### src/rtl/twenty48_pkg.sv
// twenty48_pkg
//   Types and constants shared by the 2048 game input path: the joystick
//   direction encoding, the move-command FSM state encoding, timing defaults
//   and the helper that maps illegal direction codes to center.
package twenty48_pkg;

    typedef logic [2:0] dir_t;

    localparam dir_t DIR_CENTER = 3'd0;
    localparam dir_t DIR_UP     = 3'd1;
    localparam dir_t DIR_DOWN   = 3'd2;
    localparam dir_t DIR_LEFT   = 3'd3;
    localparam dir_t DIR_RIGHT  = 3'd4;

    localparam logic [1:0] ST_IDLE     = 2'd0;
    localparam logic [1:0] ST_PEND     = 2'd1;
    localparam logic [1:0] ST_WAIT_REL = 2'd2;

    // 5 ms and 0.5 s at 100 MHz
    localparam int STABLE_CYCLES_DEF = 500000;
    localparam int REPEAT_CYCLES_DEF = 50000000;

    // Codes above RIGHT are not produced by a healthy decoder; treat as center.
    function automatic dir_t legalise_dir(input logic [2:0] d);
        return (d > DIR_RIGHT) ? DIR_CENTER : dir_t'(d);
    endfunction

endpackage

### src/rtl/dir_stabilizer.sv
// dir_stabilizer
//   Registers a raw 3-bit code, legalises it and only passes it to stab_dir
//   once it has held unchanged for STABLE_CYCLES consecutive cycles. A code
//   sampled at edge t and held shows on stab_dir at edge t+1+STABLE_CYCLES.
//   Any change before then restarts the count.
// Ports:
//   clk       in   system clock
//   rst       in   synchronous, active-low reset
//   dir       in   raw code
//   stab_dir  out  filtered code
module dir_stabilizer
    import twenty48_pkg::*;
#(
    parameter int STABLE_CYCLES = STABLE_CYCLES_DEF
) (
    input  logic       clk,
    input  logic       rst,
    input  logic [2:0] dir,
    output logic [2:0] stab_dir
);

    localparam int CNT_W = (STABLE_CYCLES > 1) ? $clog2(STABLE_CYCLES) : 1;

    dir_t             dir_q;
    dir_t             cand;
    logic [CNT_W-1:0] cnt;

    always_ff @(posedge clk) begin
        if (!rst) begin
            dir_q    <= DIR_CENTER;
            cand     <= DIR_CENTER;
            cnt      <= '0;
            stab_dir <= DIR_CENTER;
        end else begin
            dir_q <= legalise_dir(dir);
            if (dir_q != cand) begin
                cand <= dir_q;
                cnt  <= '0;
            end else if (int'(cnt) < STABLE_CYCLES - 1) begin
                cnt <= cnt + CNT_W'(1);
            end else begin
                // Counter saturates here; stab_dir keeps following cand.
                stab_dir <= cand;
            end
        end
    end

endmodule

### src/rtl/jstk_move_cmd.sv
// jstk_move_cmd
//   Turns each deliberate joystick deflection into exactly one move command
//   for the 2048 board engine over a valid/ready handshake. The stick must
//   return to center before another move is issued.
//   Optional macro JSTK_AUTO_REPEAT_EN: while the stick stays held on the
//   last accepted direction, a new move is issued every REPEAT_CYCLES.
// Ports:
//   clk         in   system clock
//   rst         in   synchronous, active-low reset
//   dir         in   raw direction code from the joystick decoder
//   move_valid  out  move command pending
//   move_dir    out  direction of the pending move
//   move_ready  in   board engine accepts the move
//   stab_dir    out  filtered direction
//   move_count  out  number of accepted moves, wraps at 256
module jstk_move_cmd
    import twenty48_pkg::*;
#(
    parameter int STABLE_CYCLES = STABLE_CYCLES_DEF,
    parameter int REPEAT_CYCLES = REPEAT_CYCLES_DEF
) (
    input  logic       clk,
    input  logic       rst,
    input  logic [2:0] dir,
    output logic       move_valid,
    output logic [2:0] move_dir,
    input  logic       move_ready,
    output logic [2:0] stab_dir,
    output logic [7:0] move_count
);

    if (STABLE_CYCLES < 1) begin : g_bad_stable
        $error("STABLE_CYCLES must be >= 1");
    end
    if (REPEAT_CYCLES < 1) begin : g_bad_repeat
        $error("REPEAT_CYCLES must be >= 1");
    end

    logic [1:0] state;

    dir_stabilizer #(
        .STABLE_CYCLES(STABLE_CYCLES)
    ) u_stab (
        .clk      (clk),
        .rst      (rst),
        .dir      (dir),
        .stab_dir (stab_dir)
    );

`ifdef JSTK_AUTO_REPEAT_EN
    localparam int REP_W = (REPEAT_CYCLES > 1) ? $clog2(REPEAT_CYCLES) : 1;
    logic [REP_W-1:0] rep_cnt;
`endif

    always_ff @(posedge clk) begin
        if (!rst) begin
            state      <= ST_IDLE;
            move_valid <= 1'b0;
            move_dir   <= DIR_CENTER;
            move_count <= 8'd0;
`ifdef JSTK_AUTO_REPEAT_EN
            rep_cnt    <= '0;
`endif
        end else begin
            case (state)
                ST_IDLE: begin
                    if (stab_dir != DIR_CENTER) begin
                        move_dir   <= stab_dir;
                        move_valid <= 1'b1;
                        state      <= ST_PEND;
                    end
                end
                ST_PEND: begin
                    // The pending move is frozen until accepted, whatever the stick does.
                    if (move_valid && move_ready) begin
                        move_valid <= 1'b0;
                        move_count <= move_count + 8'd1;
                        state      <= ST_WAIT_REL;
`ifdef JSTK_AUTO_REPEAT_EN
                        rep_cnt    <= '0;
`endif
                    end
                end
                ST_WAIT_REL: begin
                    if (stab_dir == DIR_CENTER) begin
                        state <= ST_IDLE;
`ifdef JSTK_AUTO_REPEAT_EN
                        rep_cnt <= '0;
                    end else if (stab_dir == move_dir) begin
                        if (int'(rep_cnt) == REPEAT_CYCLES - 1) begin
                            rep_cnt    <= '0;
                            move_valid <= 1'b1;
                            state      <= ST_PEND;
                        end else begin
                            rep_cnt <= rep_cnt + REP_W'(1);
                        end
                    end else begin
                        // Moved to another direction without centering.
                        rep_cnt <= '0;
`endif
                    end
                end
                default: state <= ST_IDLE;
            endcase
        end
    end

endmodule

### config.mk
export PLATFORM = sky130hd
export DESIGN_NAME = jstk_move_cmd
export DESIGN_NICKNAME = d
export VERILOG_FILES = /design/src/rtl/twenty48_pkg.sv /design/src/rtl/dir_stabilizer.sv /design/src/rtl/jstk_move_cmd.sv
export SDC_FILE = /design/constraint.sdc
export NUM_CORES = 1
export LEC_CHECK = 0
export ABC_CLOCK_PERIOD_IN_PS = 3400
export CAP_MARGIN = 10
export CORE_MARGIN = 3
export CORE_UTILIZATION = 59
export DETAILED_ROUTE_END_ITERATION = 6
export HOLD_SLACK_MARGIN = 0.03
export PLACE_DENSITY = 0.83
export SYNTH_ARGS = -nofsm -noshare
export SYNTH_HDL_FRONTEND = slang
export SYNTH_SLANG_ARGS = --single-unit
export TNS_END_PERCENT = 100
### constraint.sdc
create_clock -name clk -period 3.4 [get_ports clk]
set_input_delay 0.85 -clock clk [delete_from_list [all_inputs] [get_ports clk]]
set_output_delay 0.85 -clock clk [all_outputs]
set_load 0.03 [all_outputs]
==> key figures, run 1 <==
Power and ir drop
  – Leakage power: 0.815 nW
  – Power Total: 0.788 mW
  – Worst VDD drop: roughly 330 uV
  – Pwr/cell area: around 360 nW/um^2

Logic synthesis
  – Net count of the mapped netlist: ~210
  – Register bit total from synthesis: 42
  – Synth unique cells: 44
  – Ys flop type: dfxtp_1
  – YS warnings: 0
  – Syn Area/Cell: 9.44 um^2
  – Top cells by area, synth: dfxtp_1 44%, xnor2_1 5.1%, xor2_1 5.1%
  – Top-area cell type share of the netlist area: 0.443
  – FFs w/ async S/R, synth: 0
  – Leading area contributor after synthesis: dfxtp_1
  – Synth Cell Area: 1900 um^2
  – Cells after Synth: 201
  – Seq/Total Area, Yosys: 0.443
  – EDFF count, synth: 0

Clocking
  – Root buffer cell: clkbuf_4
  – Worst-skew pair later-pin latency: ~0.35 ns
  – Resized cells post-CTS: 0
  – Clk buf depth: 2
  – CTS clock-pin slew for the worst setup and hold paths: 0.12 ns
  – CTS H-tree lvls: 2
  – TritonCTS clock tree: built
  – CTS buffer count: 5
  – Post-CTS Setup Repair Bufs: 0
  – Clock sink total: 42
  – CTS Hold Bufs: 0

Run status
  – Outcome: complete, no violations

STA
  – Max_slew headroom: 0.553
  – Fin crit period: 2.32 ns
  – Final TNS setup: 0 ns
  – Max-slew violations: 0
  – Final setup viols: 0
  – Least-Margin Pin Slew: 0.667 ns
  – Maximum clock frequency: 431 MHz
  – Clk_skew: 0.0163 ns
  – Final worst slack: roughly 1.1 ns
  – Ratio of final minimum period to clock period: 0.683
  – Final Hold Fails: 0
  – RSZ-0062 raised after global routing: no

Global route
  – Initial antenna violation count: 0
  – First-pass GRT wire length: 6.20 mm
  – Tot GR Track Use: 0.196
  – GR Overflow Total: 0
  – Pin count of the biggest net entering global routing: 30
  – Vias in the first global route: 1443

Critical path
  – Worst-path cell chain: clkdlybuf4s50_1
  – Worst path arrival time: 1.47 ns
  – Startpoint Class: register
  – CP Data Required Time: 2.55 ns
  – Crit end category: output port
  – CP top delay family: buffers and inverters
  – Buffers plus inverters on the worst setup path: 1
  – Maximum fanout along the worst path: 5
  – Slowest cell on the critical path: clkdlybuf4s50_1
  – Critical path class: register to output port
  – CP max stage delay: approximately 0.70 ns

Detailed routing
  – First-pass DRT Iterations: 4
  – Routed wire length: ~3.6 mm
  – DRC: 0
  – Vias: 1469
  – Initial DRC count: 80
  – DRT antenna net count: 0
  – Vias per Instance: between 5 and 6
  – Drt wl/cell: ~14 um

Cells and area
  – Share of cells above drive strength 1: 0.0762
  – # nets final: 230
  – Fin cells: 265
  – Diode count: 0
  – Area Overhead vs Synth: 15.1%

Floorplan
  – Num ports: 21
  – Core region area: between 2000 and 3000 um^2
  – Row count: 19
  – Die Span Y: between 60 and 70 um
  – Starting density of the core: 0.654
  – Die footprint: 3930 um^2
  – Die Wd: approximately 63 um

Place
  – Cells after DPL: 257
  – Dpl ws: 0.896 ns
  – DP Wirelength: 2.65 mm
  – PortBufs: 20
  – GP Congestion: 0.844

Hold path
  – HP Class: register to register

Flow run
  – Max Cap Viol: 0
==> layout make-up <==
| type | instances | area (um^2) |
|---|---|---|
| inverters | 3 | 11.3 |
| clock inverters | 1 | 5.00 |
| fillers | 225 | 717 |
| multi-input cells | 149 | 1010 |
| flip-flops and latches | 42 | 841 |
| clock buffers | 7 | 55.1 |
| well taps | 42 | 52.6 |
| repair buffers | 21 | 208 |
==> metal layers <==
metal  GRT usage  wire, um
met4      0.0716        51
met3      0.0504       128
met5           0         0
met1       0.231      1650
met2       0.342      1760
==> through the flow <==
| stage | instance area (um^2) | hold WS [ns] | utilization |
|---|---|---|---|
| 2_1_floorplan | 1900 | 0.430 | - |
| 3_3_place_gp | 2120 | 0.439 | 0.732 |
| 3_5_place_dp | 2120 | 0.459 | 0.732 |
| 4_1_cts | 2180 | 0.486 | 0.753 |
| 5_1_grt | 2180 | 0.502 | 0.753 |
| 6_report | 2180 | 0.480 | 0.753 |
==> state kept, by name (all words and copies together) (netlist names) <==
name / cells
u_stab.dir_q: 3
move_count: 8
u_stab.cnt: 19
u_stab.stab_dir: 3
move_dir: 3
state: 2
move_valid: 1
u_stab.cand: 3
==> synthesized netlist by cell type, types with 2 or more instances <==
master	count
nor2b_1	5
and2_1	15
and4_1	3
a21bo_2	2
inv_1	3
a21oi_1	5
nand3b_1	2
nor3_1	2
ha_1	2
a211oi_1	4
nand2_1	15
nor2_1	18
xor2_1	11
nand4_1	7
a22oi_1	3
dfxtp_1	42
xnor2_1	11
and3b_1	2
clkbuf_1	6
nand3_1	9
and3_1	6
mux2i_1	5
nand2b_1	2
==> report_power, final <==
group | switching [mW] | internal [mW]
combinational | 0.0179 | 0.0142
sequential | 0.00385 | 0.497
clock | 0.155 | 0.100
==> cell families (layout without fill, tap and decap cells) <==
kind of cell,after synthesis,in the layout,synth area share
and+or+nand+nor,94,94,0.280
DFF,42,42,0.443
AOI/OAI and AO/OA,26,26,0.111
xor gates and xnor gates,22,22,0.102
buffers and inverters,10,32,0.0237
muxes,5,5,0.0264
adders and majority gates,2,2,0.0132
==> worst paths after layout <==
| check | start | end | slack, ns | depth (start not counted) |
|---|---|---|---|---|
| hold reg to reg | u_stab.cnt[18] | u_stab.cnt[18] | 0.48 | 2 |
| hold / removal | u_stab.cnt[18] | u_stab.cnt[18] | 0.48 | 2 |
| setup reg to reg | u_stab.cnt[9] | u_stab.stab_dir[1] | 1.34 | 5 |
| setup / recovery | move_count[2] | move_count[2] | 1.08 | 1 |
==> layout by cell type (no fill, tap or decap), types with 6 or more instances in the layout <==
cell type,synthesis,routed
and3_1,6,6
xnor2_1,11,11
and2_1,15,15
clkdlybuf4s50_1,0,20
nand2_1,15,15
nor2_1,18,18
dfxtp_1,42,42
xor2_1,11,11
nand4_1,7,7
nand3_1,9,9
(Power assumes the default switching activity.)
==> run 2, diff against run 1 <==
Settings changed: ABC_CLOCK_PERIOD_IN_PS 3400 to 2200, CORE_UTILIZATION 59 to 55, PLACE_DENSITY 0.83 to 0.78.
Clock period 3.4 ns to 2.2 ns, I/O delays scaled along.
==> key figures, run 2 (synthesis gave the netlist of run 1 again) <==
Critical path
  – Startpoint Class: register
  – CP Data Required Time: 2.43 ns (-0.12 ns)
  – Worst path arrival time: 2.27 ns (+0.80 ns)
  – Crit end category: register
  – Maximum fanout along the worst path: 13 (+8)
  – Critical path class: register to register

STA
  – Least-Margin Pin Slew: 0.621 ns (-0.0457 ns)
  – Final worst slack: 0.168 ns (-0.911 ns)
  – Ratio of final minimum period to clock period: 0.923
  – Final TNS setup: 0 ns (unchanged)
  – Max-slew violations: 0 (unchanged)
  – Final setup viols: 0 (unchanged)
  – RSZ-0062 raised after global routing: no
  – Maximum clock frequency: around 500 MHz
  – Fin crit period: 2.03 ns
  – Worst hold slack: 0.484 ns (+0.00308 ns)
  – Clk_skew: 0.00680 ns (-0.00952 ns)
  – Final Hold Fails: 0 (unchanged)
  – Max_slew headroom: 0.583 (+0.0306)

Detailed routing
  – First-pass DRT Iterations: 4 (unchanged)
  – DRT antenna net count: 0 (unchanged)
  – DRC: 0 (unchanged)
  – Routed wire length: 3.46 mm (-3.6%)
  – Drt wl/cell: 13.0 um (-4.4%)
  – Initial DRC count: 128 (+60%)
  – Vias per Instance: 5.40 (-2.5%)
  – Vias: 1443 (-1.8%)

Power and ir drop
  – Leakage power: 0.820 nW (+0.60%)
  – Worst VDD drop: 389 uV (+16%)
  – Pwr/cell area: 549 nW/um^2 (+52%)
  – Power Total: 1.20 mW (+53%)

Cells and area
  – Number of flip-flops in the largest register: 19 (unchanged)
  – Biggest regs: u_stab.cnt (19), move_count (8)
  – Area Overhead vs Synth: 15.6%
  – Share of cells above drive strength 1: 0.0807 (+0.00448)
  – Fillers: 263 (+17%)
  – Diode count: 0 (unchanged)
  – Commonest non-fill, non-tap cell in the layout: dfxtp_1
  – Most frequent cells in the layout: 42 x dfxtp_1, 20 x clkdlybuf4s50_1, 18 x nor2_1
  – Final non-filler cell area: 2190 um^2 (+0.40%)
  – Biggest register: u_stab.cnt
  – # nets final: 232 (+0.87%)

Clocking
  – Post-CTS Setup Repair Bufs: 0 (unchanged)
  – Worst-skew pair later-pin latency: 0.35 ns (about the same)
  – CTS buffer count: 5 (unchanged)
  – Clock sink total: 42 (unchanged)
  – TritonCTS clock tree: built
  – Root buffer cell: clkbuf_4
  – CTS H-tree lvls: 2 (unchanged)
  – CTS Hold Bufs: 0 (unchanged)
  – Resized cells post-CTS: 0 (unchanged)
  – Clk buf depth: 2 (unchanged)
  – CTS clock-pin slew for the worst setup and hold paths: 0.12 ns (about the same)

Global route
  – GRT Max-Usage Layer: met2
  – Met3 usage: 0.0520 (+0.00163)
  – Pin count of the biggest net entering global routing: 27 (-10%)
  – First-pass GRT wire length: 6.19 mm (-0.11%)
  – Vias in the first global route: 1392 (-3.5%)
  – Initial antenna violation count: 0 (unchanged)
  – Tot GR Track Use: 0.187 (-0.00961)
  – Grt met2 use: 0.308 (-0.0344)
  – GRT met1 Usage: 0.237 (+0.00576)
  – GR Overflow Total: 0 (unchanged)

Place
  – GP Congestion: 0.829 (-1.7%)
  – Dpl cell area: 2140 um^2 (+0.82%)
  – DP Wirelength: 2.53 mm (-4.5%)
  – Dpl ws: 0.191 ns (-0.705 ns)
  – PortBufs: 20 (unchanged)

Floorplan
  – Starting density of the core: 0.597 (-0.0572)
  – Die footprint: 4190 um^2 (+6.6%)
  – Num ports: 21 (unchanged)
  – Core region area: 3180 um^2 (+9.6%)
  – Row count: 20 (+1)
  – Die Wd: 64.7 um (+3.2%)
  – Die Span Y: 64.7 um (+3.2%)

Hold path
  – HP Class: register to register

Flow run
  – Max Cap Viol: 0 (unchanged)

Run status
  – Outcome: complete, no violations
-- run 2: power breakdown --
group,internal (mW),switching (mW)
registers,0.767,0.00667
clock network,0.144,0.234
logic,0.0239,0.0281
total,0.936,0.269
-- run 2: final timing paths --
kind	from	end	slack [ns]	cells past startpoint
setup / recovery	u_stab.cnt[9]	u_stab.stab_dir[1]	0.17	5
hold / removal	u_stab.cand[2]	u_stab.stab_dir[2]	0.48	2
setup reg to reg	u_stab.cnt[9]	u_stab.stab_dir[1]	0.17	5
hold reg to reg	u_stab.cand[2]	u_stab.stab_dir[2]	0.48	2
-- run 2: worst max-delay path, stage by stage, from the launching register on --
cell and delay [ns]:
dfxtp_1 0.36, or4_4 0.55, a211o_4 0.31, a21boi_4 0.37, nor2b_1 0.17, mux2i_1 0.15
-- run 2: layout make-up --
type,count,area (um^2),share of cell area
multi-input cells,149,1010,0.461
well taps,44,55.1,0.0251
flip-flops and latches,42,841,0.384
inverters,3,11.3,0.00514
clock buffers,6,51.3,0.0234
repair buffers,23,223,0.102
-- run 2: per-stage QoR --
step                utilization  cells
finish                    0.690    267
global route              0.690    267
CTS                       0.690    267
floorplan                     -    201
global placement          0.674    261
detailed placement        0.674    261
-- run 2: metal layers --
metal  wire length (um)  vias up
li1                   -      742
met1               1670      661
met2               1590       34
met3                150        6
met4                 51        0
met5                  0        -
==> run 3, diff against run 2 <==
Settings changed: CORE_UTILIZATION 55 to 40, PLACE_DENSITY 0.78 to default, SETUP_SLACK_MARGIN from default to 0.15.
==> key figures, run 3 (synthesis gave the netlist of run 1 again) <==
Run status
  – Outcome: complete, no violations

STA
  – Max_slew headroom: 0.596 (+0.0130)
  – Ratio of final minimum period to clock period: 0.888 (-0.0352)
  – Clk_skew: 0.00351 ns (-0.00329 ns)
  – Least-Margin Pin Slew: 0.602 ns (-0.0193 ns)
  – Final setup viols: 0 (unchanged)
  – Fin crit period: 1.95 ns (-0.0774 ns)
  – RSZ-0062 raised after global routing: no
  – Maximum clock frequency: 512 MHz (+4.0%)
  – Final TNS setup: 0 ns (unchanged)
  – Final Hold Fails: 0 (unchanged)
  – Max-slew violations: 0 (unchanged)

Detailed routing
  – Initial DRC count: 98 (-23%)
  – Vias per Instance: 5.43 (+0.38%)
  – Routed wire length: 3.82 mm (+10%)
  – Drt wl/cell: 13.6 um (+5.2%)
  – Vias: 1519 (+5.3%)
  – First-pass DRT Iterations: 4 (unchanged)
  – DRC: 0 (unchanged)
  – DRT antenna net count: 0 (unchanged)

Critical path
  – Critical Path Sink: stab_dir[1]
  – Startpoint Class: register
  – Maximum fanout along the worst path: 4 (-9)
  – CP Depth: 1 (-4)
  – Worst-path cell chain: clkdlybuf4s50_1
  – CP max stage delay: 0.70 ns (+0.15 ns)
  – Crit end category: output port
  – R2r endpoint: u_stab.cnt[2]
  – Worst path arrival time: 1.40 ns (-0.87 ns)
  – CP Data Required Time: 1.65 ns (-0.78 ns)
  – Buffers plus inverters on the worst setup path: 1 (+1)
  – Reg2Reg Depth: 7 (+2)
  – R2R Setup Slk: 0.29 ns (+0.12 ns)
  – Slowest cell on the critical path: clkdlybuf4s50_1
  – Critical path class: register to output port
  – Worst R2R Start: u_stab.cnt[9]
  – CP top delay family: buffers and inverters
  – Worst setup path startpoint: u_stab.stab_dir[1]

Cells and area
  – Fillers: 406 (+54%)
  – Number of flip-flops in the largest register: 19 (unchanged)
  – # nets final: 235 (+1.3%)
  – Share of cells above drive strength 1: 0.0965 (+0.0158)
  – Diode count: 0 (unchanged)
  – Fin util: 0.509 (-0.181)
  – Fin cells: 280 (+4.9%)
  – Area Overhead vs Synth: 20.1%
  – Biggest register: u_stab.cnt
  – Most frequent cells in the layout: 42 x dfxtp_1, 20 x clkdlybuf4s50_1, 18 x nor2_1
  – Commonest non-fill, non-tap cell in the layout: dfxtp_1
  – Biggest regs: u_stab.cnt (19), move_count (8)

Global route
  – Tot GR Track Use: 0.149 (-0.0381)
  – GR Overflow Total: 0 (unchanged)
  – Pin count of the biggest net entering global routing: 27 (unchanged)
  – Vias in the first global route: 1370 (-1.6%)
  – First-pass GRT wire length: 6.39 mm (+3.2%)
  – Initial antenna violation count: 0 (unchanged)

Floorplan
  – Starting density of the core: 0.424 (-0.173)
  – Num ports: 21 (unchanged)
  – Row count: 24 (+20%)
  – Core region area: 4470 um^2 (+41%)
  – Die Span Y: 74.9 um (+16%)
  – Die footprint: 5600 um^2 (+34%)
  – Die Wd: 74.9 um (+16%)

Flow run
  – Max Cap Viol: 0 (unchanged)

Clocking
  – Worst-skew pair later-pin latency: 0.29 ns (-0.06 ns)
  – Clock sink total: 42 (unchanged)
  – Clk buf depth: 2 (unchanged)
  – Root buffer cell: clkbuf_8
  – CTS H-tree lvls: 2 (unchanged)
  – CTS clock-pin slew for the worst setup and hold paths: 0.08 ns (-0.04 ns)
  – TritonCTS clock tree: built
  – CTS buffer count: 5 (unchanged)

Place
  – GP Congestion: 0.882 (+6.4%)
  – Cells after DPL: 269 (+3.1%)
  – DP Wirelength: 2.72 mm (+7.4%)
  – PortBufs: 20 (unchanged)

Power and ir drop
  – Leakage power: 0.857 nW (+4.5%)
  – Logic pwr share: 0.039 (-0.004)
  – Switch Pwr: 0.296 mW (+10%)
  – Pwr/cell area: 588 nW/um^2 (+7.1%)
  – Clk network pwr share: 0.384 (+0.070)
  – Power Total: 1.34 mW (+11%)
  – Sw Share: 0.221 (-0.00243)
  – Int Pwr: 1.04 mW (+12%)
  – Sequential Power Share: 0.577 (-0.066)
  – Worst VDD drop: 291 uV (-25%)

Hold path
  – HP Class: register to register
[run 3: cell count changes in the layout (fill, tap and decap cells not counted), sizes merged]
cell,previous run,this run
clkbuf,6,7
buf,3,6
clkinv,0,1
[run 3: how the worst min path moves through the flow]
stage / startpoint / to / slack (ns) / cells after the start
2_1_floorplan: u_stab.cnt[18] / u_stab.cnt[18] / 0.43 / 2
3_3_place_gp: u_stab.cnt[18] / u_stab.cnt[18] / 0.45 / 2
3_5_place_dp: u_stab.cnt[18] / u_stab.cnt[18] / 0.47 / 2
4_1_cts: u_stab.cnt[18] / u_stab.cnt[18] / 0.49 / 2
5_1_grt: u_stab.dir_q[1] / u_stab.cand[1] / 0.50 / 1
6_report: u_stab.cand[1] / u_stab.stab_dir[1] / 0.48 / 2
[run 3: final cells by class]
class | count | area [um^2] | share of cell area
multi-input cells | 149 | 1010 | 0.444
flip-flops and latches | 42 | 841 | 0.369
repair buffers | 26 | 258 | 0.113
clock buffers | 7 | 86.3 | 0.0379
well taps | 52 | 65.1 | 0.0286
inverters | 3 | 11.3 | 0.00495
clock inverters | 1 | 5.00 | 0.00220
[run 3: routing by layer]
| layer | vias to the layer above | track usage | routed length [um] |
|---|---|---|---|
| met4 | 0 | 0.0553 | 58 |
| met2 | 35 | 0.220 | 1710 |
| met5 | - | 0 | 0 |
| met1 | 723 | 0.201 | 1860 |
| met3 | 5 | 0.0494 | 190 |
| li1 | 756 | - | - |
[run 3: through the flow]
step,hold slack (ns),setup slack [ns],cell area (um^2)
after global placement,0.446,0.198,2150
final,0.481,0.246,2280
after CTS,0.488,0.156,2240
after floorplan,0.430,0.377,1900
after detailed placement,0.471,0.164,2150
after global routing,0.504,0.184,2280
[run 3: repair_timing]
action,in CTS,in global routing
setup endpoints to repair,2,4
pin swaps,1,1
buffers inserted,0,3
resized for setup,0,0
hold buffers,0,0
[run 3: power groups by stage]
stage          registers [mW]  clock network (mW)  logic (mW)
2_1_floorplan           0.789                   0      0.0322
3_3_place_gp            0.791                   0      0.0504
3_5_place_dp            0.791                   0      0.0523
4_1_cts                 0.773               0.530      0.0524
5_1_grt                 0.774               0.559      0.0591
6_report                0.773               0.515      0.0519
[run 3: worst reg2reg max path: stages, from the launching register on]
cell	delay (ns)
dfxtp_1	0.35
or4_4	0.55
a211o_4	0.31
a21boi_4	0.18
buf_12	0.14
buf_4	0.11
nand2_2	0.05
mux2i_1	0.11
